===== config.mk =====
export PLATFORM = sky130hd
export DESIGN_NAME = lcd_win_ctrl
export DESIGN_NICKNAME = d
export VERILOG_FILES = /design/src/rtl/lcd_win_ctrl.sv
export SDC_FILE = /design/constraint.sdc
export NUM_CORES = 1
export LEC_CHECK = 0
export BUFFER_PORTS_ARGS = -buffer_cell sky130_fd_sc_hd__buf_2
export CAP_MARGIN = 20
export CORE_ASPECT_RATIO = 0.8
export CORE_MARGIN = 1
export CORE_UTILIZATION = 55
export DETAILED_ROUTE_END_ITERATION = 16
export GPL_TIMING_DRIVEN = 1
export PLACE_DENSITY_LB_ADDON = 0.05
export SETUP_SLACK_MARGIN = 0.5
export SLEW_MARGIN = 20
export SYNTH_ARGS = -nofsm -noshare
export SYNTH_HDL_FRONTEND = slang
export SYNTH_SLANG_ARGS = --single-unit

===== constraint.sdc =====
create_clock -name clk -period 4.4 [get_ports clk]
set_input_delay 1.1 -clock clk [delete_from_list [all_inputs] [get_ports clk]]
set_output_delay 1.1 -clock clk [all_outputs]
set_load 0.1 [all_outputs]

===== src/rtl/lcd_win_ctrl.sv =====
// lcd_win_ctrl: loads a raster image into an internal frame buffer and, on
// each command, streams a WIN x WIN window of it. The window is either a
// decimated view of the whole image (FIT) or a 1:1 crop around a movable
// centre (ZOOM). It can optionally be mirrored horizontally.
// Ports:
//   clk, reset          rising-edge clock, async active-high reset
//   datain [DW]         pixel stream written during LOAD, raster order
//   cmd [4], cmd_valid  command code and strobe (ignored while busy)
//   dataout [DW]        window pixel, holds its value between windows
//   output_valid        qualifies dataout
//   busy                a command is in progress
module lcd_win_ctrl #(
  parameter int unsigned DW    = 8,
  parameter int unsigned IMG_W = 12,
  parameter int unsigned IMG_H = 9,
  parameter int unsigned WIN   = 4
) (
  input  logic          clk,
  input  logic          reset,
  input  logic [DW-1:0] datain,
  input  logic [3:0]    cmd,
  input  logic          cmd_valid,
  output logic [DW-1:0] dataout,
  output logic          output_valid,
  output logic          busy
);

  localparam int unsigned TOTAL   = IMG_W * IMG_H;
  localparam int unsigned AW      = $clog2(TOTAL);
  localparam int unsigned CNTW    = $clog2(TOTAL + 1);
  localparam int unsigned WW      = $clog2(WIN);
  localparam int unsigned RW      = $clog2(IMG_H + 1);
  localparam int unsigned CW      = $clog2(IMG_W + 1);
  localparam int unsigned HALF    = WIN / 2;
  localparam int unsigned SY      = IMG_H / WIN;
  localparam int unsigned SX      = IMG_W / WIN;
  localparam int unsigned ROW_MAX = IMG_H - HALF;
  localparam int unsigned COL_MAX = IMG_W - HALF;
  localparam int unsigned ROW_DEF = (IMG_H + 1) / 2;
  localparam int unsigned COL_DEF = IMG_W / 2;

  localparam logic [3:0] CMD_LOAD     = 4'd0;
  localparam logic [3:0] CMD_ZOOM_IN  = 4'd1;
  localparam logic [3:0] CMD_ZOOM_FIT = 4'd2;
  localparam logic [3:0] CMD_RIGHT    = 4'd3;
  localparam logic [3:0] CMD_LEFT     = 4'd4;
  localparam logic [3:0] CMD_UP       = 4'd5;
  localparam logic [3:0] CMD_DOWN     = 4'd6;
  localparam logic [3:0] CMD_MIRROR   = 4'd8;

  typedef enum logic [1:0] {IDLE, EXEC, LOAD, OUT} state_t;

  state_t          state, state_nxt;
  logic            accept_c;
  logic            last_px_c;
  logic [CNTW-1:0] load_cnt;
  logic [WW-1:0]   win_i, win_j;
  logic [WW-1:0]   src_j_c;
  logic [AW-1:0]   src_row_c, src_col_c, rd_addr_c;
  logic            zoom;
  logic            mirror;
  logic [RW-1:0]   row_c;
  logic [CW-1:0]   col_c;
  logic [DW-1:0]   mem [TOTAL];

  assign last_px_c = (win_i == WW'(WIN - 1)) && (win_j == WW'(WIN - 1));

  // State register
  always_ff @(posedge clk or posedge reset) begin
    if (reset) state <= IDLE;
    else       state <= state_nxt;
  end

  // Next-state logic; busy is low exactly when IDLE, so IDLE implies acceptance
  always_comb begin
    state_nxt = state;
    accept_c  = 1'b0;
    case (state)
      IDLE: begin
        if (cmd_valid) begin
          accept_c  = 1'b1;
          state_nxt = (cmd == CMD_LOAD) ? LOAD : EXEC;
        end
      end
      EXEC:    state_nxt = OUT;
      // One extra cycle after the final write keeps the load latency aligned
      LOAD:    if (load_cnt == CNTW'(TOTAL)) state_nxt = OUT;
      OUT:     if (last_px_c) state_nxt = IDLE;
      default: state_nxt = IDLE;
    endcase
  end

  // Frame buffer write port; deliberately has no reset
  always_ff @(posedge clk) begin
    if (state == LOAD && load_cnt != CNTW'(TOTAL))
      mem[AW'(load_cnt)] <= datain;
  end

  // Load address and window position counters
  always_ff @(posedge clk or posedge reset) begin
    if (reset) begin
      load_cnt <= '0;
      win_i    <= '0;
      win_j    <= '0;
    end else begin
      if (accept_c)
        load_cnt <= '0;
      else if (state == LOAD && load_cnt != CNTW'(TOTAL))
        load_cnt <= load_cnt + CNTW'(1);

      if (state != OUT) begin
        win_i <= '0;
        win_j <= '0;
      end else if (win_j == WW'(WIN - 1)) begin
        win_j <= '0;
        win_i <= win_i + WW'(1);
      end else begin
        win_j <= win_j + WW'(1);
      end
    end
  end

  // View state: mode, mirror flag and zoom centre, updated on acceptance
  always_ff @(posedge clk or posedge reset) begin
    if (reset) begin
      zoom   <= 1'b0;
      mirror <= 1'b0;
      row_c  <= RW'(ROW_DEF);
      col_c  <= CW'(COL_DEF);
    end else begin
      if (accept_c) begin
        case (cmd)
          CMD_ZOOM_IN: begin
            if (!zoom) begin
              row_c <= RW'(ROW_DEF);
              col_c <= CW'(COL_DEF);
            end
            zoom <= 1'b1;
          end
          CMD_ZOOM_FIT: zoom <= 1'b0;
          CMD_RIGHT: if (zoom && col_c < CW'(COL_MAX)) col_c <= col_c + CW'(1);
          CMD_LEFT:  if (zoom && col_c > CW'(HALF))    col_c <= col_c - CW'(1);
          CMD_DOWN:  if (zoom && row_c < RW'(ROW_MAX)) row_c <= row_c + RW'(1);
          CMD_UP:    if (zoom && row_c > RW'(HALF))    row_c <= row_c - RW'(1);
          CMD_MIRROR: mirror <= ~mirror;
          default: ;
        endcase
      end
      if (state == LOAD && state_nxt == OUT)
        zoom <= 1'b0;
    end
  end

  // Source address of the current window pixel; centre bounds keep it in range
  always_comb begin
    src_j_c = mirror ? (WW'(WIN - 1) - win_j) : win_j;
    if (zoom) begin
      src_row_c = AW'(row_c) + AW'(win_i) - AW'(HALF);
      src_col_c = AW'(col_c) + AW'(src_j_c) - AW'(HALF);
    end else begin
      src_row_c = AW'(win_i) * AW'(SY) + AW'(SY / 2);
      src_col_c = AW'(src_j_c) * AW'(SX) + AW'(SX / 2);
    end
    rd_addr_c = src_row_c * AW'(IMG_W) + src_col_c;
  end

  // Registered outputs; dataout only updates while streaming
  always_ff @(posedge clk or posedge reset) begin
    if (reset) begin
      busy         <= 1'b0;
      output_valid <= 1'b0;
      dataout      <= '0;
    end else begin
      busy         <= (state_nxt != IDLE);
      output_valid <= (state == OUT);
      if (state == OUT)
        dataout <= mem[rd_addr_c];
    end
  end

endmodule


==> results of run 1 <==
-- cells in the final DEF (no fill, tap or decap), types with 10 or more instances in the layout --
cell / Yosys / routed
buf_4: 13 / 192
nor3_1: 22 / 14
inv_1: 23 / 19
o22ai_1: 17 / 14
buf_2: 32 / 16
a31oi_1: 33 / 27
clkbuf_1: 59 / 22
nand3_1: 83 / 82
nand4_1: 13 / 13
nand2_1: 283 / 275
buf_6: 8 / 12
mux2i_1: 57 / 54
a21oi_1: 66 / 56
ha_1: 29 / 23
nor2_2: 0 / 12
clkbuf_16: 0 / 88
clkinv_2: 0 / 16
edfxtp_1: 864 / 864
dfrtp_1: 29 / 26
a211oi_1: 12 / 10
o21ai_0: 28 / 18
a221oi_1: 14 / 12
nor2_1: 169 / 154
a22oi_1: 30 / 26
mux4_2: 135 / 137
clkinv_1: 1 / 21
buf_12: 5 / 24
-- area by class of cell --
type,count,area share [%]
Clock buffer,109,5.29
Timing Repair Buffer,251,5.37
Inverter,25,0.220
Multi-Input combinational cell,1168,23.1
Tap cell,860,2.52
Clock inverter,50,0.823
Sequential cell,897,62.7
-- repair_timing --
action | in CTS | in global routing
gates resized for setup | 90 | 36
endpoints found under the setup margin | 8 | 72
pin swaps | 36 | 26
cloned | 3 | 1
setup buffers | 23 | 10
-- per-layer routing --
metal / wire length (um) / share of wire, %
met1: 41800 / 43
met2: 44000 / 45
met3: 9800 / 10
met4: 2570 / 2.6
met5: 21 / 0.021
-- through the flow --
| stage | total power, W | cells | setup WS, ns | utilization (%) | instance area [um^2] |
|---|---|---|---|---|---|
| 2_1_floorplan | 0.0169 | 2213 | 0.319 | - | 37000 |
| 3_3_place_gp | 0.0222 | 3164 | -0.277 | 59.3 | 39100 |
| 3_5_place_dp | 0.0223 | 3164 | -0.308 | 59.3 | 39100 |
| 4_1_cts | 0.0307 | 3349 | -0.0678 | 64.4 | 42400 |
| 5_1_grt | 0.0323 | 3360 | -0.202 | 64.8 | 42700 |
| 6_report | 0.0313 | 3360 | -0.0236 | 64.8 | 42700 |
-- worst paths after layout --
| kind | start | end | slack, ns | cells after the start |
|---|---|---|---|---|
| max | mirror$_DFFE_PP0P_ | dataout[4]$_DFFE_PP0P_ | -0.02 | 19 |
| min | reset | output_valid$_DFF_PP0_ | 0.53 | 2 |
| max reg2reg | mirror$_DFFE_PP0P_ | dataout[4]$_DFFE_PP0P_ | -0.02 | 19 |
| min reg2reg | col_c[2]$_DFFE_PP1P_ | col_c[2]$_DFFE_PP1P_ | 0.55 | 2 |
| max in group asynchronous | reset | dataout[0]$_DFFE_PP0P_ | 3.18 | 3 |
| min in group clk | col_c[2]$_DFFE_PP1P_ | col_c[2]$_DFFE_PP1P_ | 0.55 | 2 |
-- critical path: stages (launching register included) --
cell and delay (ns):
dfrtp_2 0.49, xnor2_4 0.19, inv_2 0.07, ha_4 0.16
ha_4 0.15, inv_2 0.05, fa_1 0.42, o21ai_2 0.13
ha_2 0.21, inv_2 0.04, fa_4 0.63, buf_12 0.19
nor2_4 0.20, buf_6 0.19, nand3_1 0.13, a211oi_1 0.35
a31oi_1 0.11, nand4_1 0.18, a2111oi_4 0.06, o32a_1 0.34
-- registers in the layout, summed over array words and instances (netlist names), 2 cells and up --
name	count
dataout	8
mem	864
row_c	4
state	2
load_cnt	7
col_c	4
win_j	2
win_i	2
-- where the power goes --
| part | internal [W] | switching (W) |
|---|---|---|
| clock network | 0.00379 | 0.00321 |
| registers | 0.00972 | 0.000228 |
| logic | 0.00604 | 0.00829 |
-- kinds of logic after synthesis --
kind of cell | share of synthesized area [%]
AND/OR/NAND/NOR | 7.36
AO/OA/AOI/OAI | 5.10
multiplexers | 10.6
XOR/XNOR | 0.545
flip-flops | 72.9
adder cells (fa/ha/maj) | 1.31
buffers and inverters | 2.23
==> key figures, run 1 <==
Synth
  – Post-synth top cells: edfxtp_1, nand2_1, nor2_1
  – Synth async-reset ratio: 3.68%
  – Syn_area_per_cell: 16.6 um^2
  – Predominant post-synthesis flop cell: edfxtp_1
  – Cell variety after synth: 72
  – Top-count cell post-synth: edfxtp_1
  – Area contributors post-synth: edfxtp_1, mux4_2, nand2_1
  – Synthesis Warnings: 0
  – Sequential share of the synthesized area: about 73%
  – Cell Area, Synth: 36700 um^2
  – Synth area leader: edfxtp_1
  – Number of synthesized flops with an enable pin: between 800 and 900
  – Cells after Synth: 2213
  – Post-synth top area share: 70.6%
  – Synth Register Bits: 897
  – Synthesized Nets: 2263

Clock tree
  – Hold buffers post-CTS: 0
  – TritonCTS clock tree: built
  – H-tree lvl count: 3
  – Max clock buf depth: 3
  – CTS Sinks: approximately 900
  – Total CTS buffers: 86
  – Root Driver: clkbuf_16
  – Clock transition at the registers of the reported paths: 0.07 ns
  – Worst-Skew Late Latency: 0.64 ns

Timing
  – Final slew viol count: 0
  – Clk_skew: 0.0147 ns
  – Final Critical Period: 4.42 ns
  – Final TNS setup: -0.0620 ns
  – Relative slew margins: 20.3%
  – Crit share post-route: 101%
  – Min Hold Slack: 0.535 ns
  – Final setup viols: 3
  – RSZ-0062 raised after global routing: true
  – Crit path setup slack, layout: -0.0236 ns
  – FMAX: 0.226 GHz
  – Worst-Margin Slew: 1.20 ns
  – Final hold viol count: 0

Placement
  – GP Congestion: 0.913
  – I/O Buffers: 24
  – DP HPWL: between 60000 and 70000 um

Route
  – Routed WL per cell: 29.2 um
  – # DRC: 0
  – Routed via count: approximately 21000
  – Routed wire length: a little under 100000 um
  – DRT Pass-1 Iters: 5
  – Routed Antenna Nets: 0
  – Vias/cell: ~6.4
  – Number of DRC markers in iteration 0: 2435

Power
  – Worst VDD drop: about 0.4 mV
  – Leakage power: about 14 nW
  – PD cells: 732 nW/um^2

Final layout
  – Layout Nets: 2479
  – Antenna Cells: 0
  – Storage cell area: around 27000 um^2
  – Proportion of layout cells with a drive suffix above 1: 25.4%
  – Area grow syn2layout: 16.2%
  – Fillers: 4627
  – Area used by multi-input combinational logic: approximately 10000 um^2

Outcome
  – Failing checks: negative setup slack
  – Status: finished, violations left

Worst setup path
  – WP data arrival: 4.95 ns
  – Critical Path Start Type: flop
  – WP data required: 4.93 ns
  – Crit. End Element: flop
  – Critical Path Fanout Max: 8
  – Setup CP Type: flop to flop

Global route
  – Total Routing Usage GR: 29.4%
  – Met2 usage in global routing: 43.8%
  – First-pass GRT wire length: 143000 um
  – Met1 Usage GRT: 42.9%
  – Initial antenna violation count: 1
  – Grt met3 use: under 10%
  – Number of global-route vias before repair: about 21000
  – Grt total ovfl: 0
  – Largest net degree at the start of global routing: 109
  – Most utilized layer in the global route result: met2

Floorplan
  – Cell Rows: 84
  – Die height: approximately 230 um
  – I/O pin count: 25
  – Core Box Area: 65900 um^2
  – DIE AREA: 67800 um^2
  – Chip width: 291 um
  – Initial core utilization: a little under three fifths

Worst hold path
  – Worst hold path type: input port to async pin

Run
  – Max cap viols: 0
Note: power is estimated with default switching activity, not from simulation.
==> run 2: changes to the inputs <==
- CORE_UTILIZATION: 55 -> 52
==> run 2 against run 1 <==
Compared with the run above: the flow still finishes with violations (negative setup slack); fmax down 0.99%; cell count increased by 1.6%; via count shrank 0.67%; hold slack improved by 0.046 ns; worst setup slack lost 0.044 ns; utilization down 2.9 points; clock-buffer cell count shrank 3; critical path depth grew 1; sequential power hardly changed; global-route usage is 1.1 points lower; critical path type unchanged; largest cell class unchanged; highest routed layer is now met4.
==> key figures, run 2 (same netlist as run 1, synthesis figures left out) <==
Timing
  – Clk_skew: 0.0184 ns (+0.00371 ns)
  – Final hold viol count: 0 (unchanged)
  – Min Hold Slack: 0.580 ns (+0.0458 ns)
  – Crit share post-route: 102% (+1.0 points)
  – Relative slew margins: 23.2% (+3.0 points)
  – RSZ-0062 raised after global routing: true
  – FMAX: 0.224 GHz (-0.99%)
  – Crit path setup slack, layout: -0.0678 ns (-0.0442 ns)
  – Final setup viols: 5 (+2)
  – Final slew viol count: 0 (unchanged)
  – Worst-Margin Slew: 1.15 ns (-0.0444 ns)
  – Final Critical Period: 4.47 ns (+0.0442 ns)

Floorplan
  – Cell Rows: 86 (+2.4%)
  – Chip width: 299 um (+2.8%)
  – Die height: 240 um (+2.8%)
  – Core Box Area: 69400 um^2 (+5.3%)
  – Initial core utilization: 52.9% (-2.8 points)
  – I/O pin count: 25 (unchanged)
  – DIE AREA: 71700 um^2 (+5.7%)

Placement
  – Cell count after placement: 3214 (+1.6%)
  – DP HPWL: 63200 um (+1.4%)
  – Place WS: -0.994 ns (-0.686 ns)
  – GP Congestion: 0.906 (-0.74%)
  – I/O Buffers: 24 (unchanged)

Worst setup path
  – Critical Path Start Type: flop
  – Setup CP Type: flop to flop
  – Worst R2R End: dataout[0]$_DFFE_PP0P_
  – Reg2Reg Depth: 20 (+1)
  – Reg-to-reg slack, setup: -0.07 ns (-0.04 ns)
  – Crit. End Element: flop
  – CP max stage cell: fa_4
  – CP max stage delay: 0.79 ns (+0.16 ns)
  – WP data required: 4.96 ns (+0.03 ns)
  – Crit path buf inv count: 5 (unchanged)
  – CP Cell Sequence: xor2_2 -> nand2b_4 -> nand2_4 -> ha_4 -> inv_2 -> fa_2 -> o21ai_2 -> ha_2 -> inv_2 -> fa_4 -> buf_12 -> buf_8 -> nand2b_4 -> nor3_2 -> buf_4 -> a221oi_4 -> o21ai_2 -> nor4_4 -> nor4_4 -> nor3_2
  – Critical Path Fanout Max: 5 (-3)
  – WP data arrival: 5.03 ns (+0.08 ns)
  – Critical path's top delay family: adder cells
  – Worst r2r src: mirror$_DFFE_PP0P_

Final layout
  – Proportion of layout cells with a drive suffix above 1: 24.7% (-0.71 points)
  – Post-layout util: 61.9% (-2.9 points)
  – Layout Cells excl Fill: 3415 (+1.6%)
  – Most common cell after layout, fill and taps aside: edfxtp_1
  – Max FFs per register: 864 (unchanged)
  – Biggest regs: mem x864, dataout x8, load_cnt x7
  – Commonest non-fill, non-tap cells in the layout: edfxtp_1, nand2_1, buf_4, nor2_1, mux4_2
  – Layout Nets: 2469 (-0.40%)
  – Antenna Cells: 0 (unchanged)
  – Top reg by flops: mem
  – Area grow syn2layout: 16.9%

Power
  – PD cells: 734 nW/um^2 (+0.16%)
  – Worst VDD drop: 0.391 mV (-0.29%)
  – Leakage power: 14.1 nW (+0.33%)

Run
  – Max cap viols: 0 (unchanged)

Clock tree
  – Worst-Skew Late Latency: 0.65 ns (about the same)
  – TritonCTS clock tree: built
  – Max clock buf depth: 3 (unchanged)
  – Hold buffers post-CTS: 0 (unchanged)
  – CTS Sinks: 897 (unchanged)
  – Root Driver: clkbuf_16
  – H-tree lvl count: 3 (unchanged)
  – Total CTS buffers: 88 (+2.3%)
  – Clock transition at the registers of the reported paths: 0.06 ns (about the same)

Global route
  – Initial antenna violation count: 0 (-1)
  – Number of global-route vias before repair: 20800 (-0.81%)
  – First-pass GRT wire length: 145000 um (+1.8%)
  – Largest net degree at the start of global routing: 101 (-7.3%)
  – Total Routing Usage GR: 28.2% (-1.1 points)
  – Grt total ovfl: 0 (unchanged)

Outcome
  – Failing checks: negative setup slack
  – Status: finished, violations left

Worst hold path
  – Worst hold path type: input port to async pin

Route
  – Number of DRC markers in iteration 0: 2694 (+11%)
  – DRT Pass-1 Iters: 7 (+2)
  – Routed Antenna Nets: 0 (unchanged)
  – Routed via count: 21300 (-0.67%)
  – Routed WL per cell: 29.2 um (-0.26%)
  – Vias/cell: 6.23 (-2.3%)
  – # DRC: 0 (unchanged)
  – Routed wire length: 99500 um (+1.4%)
run 2: changes by cell type in the layout (fill, tap and decap cells not counted), sizes merged:
| cell | change |
|---|---|
| clkbuf | -4 |
| bufbuf | -1 |
| clkinv | +2 |
| buf | -10 |
| bufinv | +5 |
| inv | -3 |
| clkinvlp | +2 |
run 2: how the worst max path moves through the flow:
stage,start,endpoint,slack [ns],cells after the start
6_report,mirror$_DFFE_PP0P_,dataout[0]$_DFFE_PP0P_,-0.07,20
5_1_grt,mirror$_DFFE_PP0P_,dataout[0]$_DFFE_PP0P_,-0.21,20
4_1_cts,mirror$_DFFE_PP0P_,dataout[0]$_DFFE_PP0P_,-0.03,20
3_5_place_dp,mirror$_DFFE_PP0P_,dataout[0]$_DFFE_PP0P_,-0.99,18
3_3_place_gp,mirror$_DFFE_PP0P_,dataout[0]$_DFFE_PP0P_,-0.97,18
2_1_floorplan,win_j[0]$_DFF_PP0_,dataout[5]$_DFFE_PP0P_,0.32,19
run 2: stage by stage:
stage	total power, W	area [um^2]	setup TNS (ns)
after global placement	0.0220	39000	-3.15
after global routing	0.0325	43000	-0.876
final	0.0315	43000	-0.167
after floorplan	0.0169	37000	0
after detailed placement	0.0220	39000	-3.43
after CTS	0.0307	42500	-0.0266
run 2: routing by layer:
metal  GRT usage [%]  wire length [um]  vias up
met1            41.9             42700    11000
met3            5.79              9010      140
met4            7.93              2330        0
li1                -                 -     9151
met2            42.6             45500     1017
met5               0                 0        -
run 2: layout make-up:
cell class	instances	area, um^2
fillers	5032	26400
clock inverters	56	479
clock buffers	106	2330
well taps	924	1160
repair buffers	239	2230
multi-input cells	1168	9890
flip-flops and latches	897	26800
inverters	25	93.8
run 2: worst register-to-register path: cells and delay by family, from the launching register on:
family                   cells  cell delay, ns
AO/OA/AOI/OAI                3            0.53
XOR/XNOR                     1            0.21
buffers and inverters        5            0.54
flip-flops                   1            0.47
adder cells (fa/ha/maj)      4            1.58
AND/OR/NAND/NOR              7            1.06
run 2: where the power goes:
part	total (W)	switching, W	internal, W
clock network	0.00742	0.00322	0.00420
logic	0.0142	0.00824	0.00594
registers	0.00993	0.000211	0.00972
run 2: timing repair:
action                                  CTS  global route
pin swaps                                37            34
resized for setup                        85            50
endpoints found under the setup margin    8             8
buffers inserted                         13            22
gates cloned                              3             0
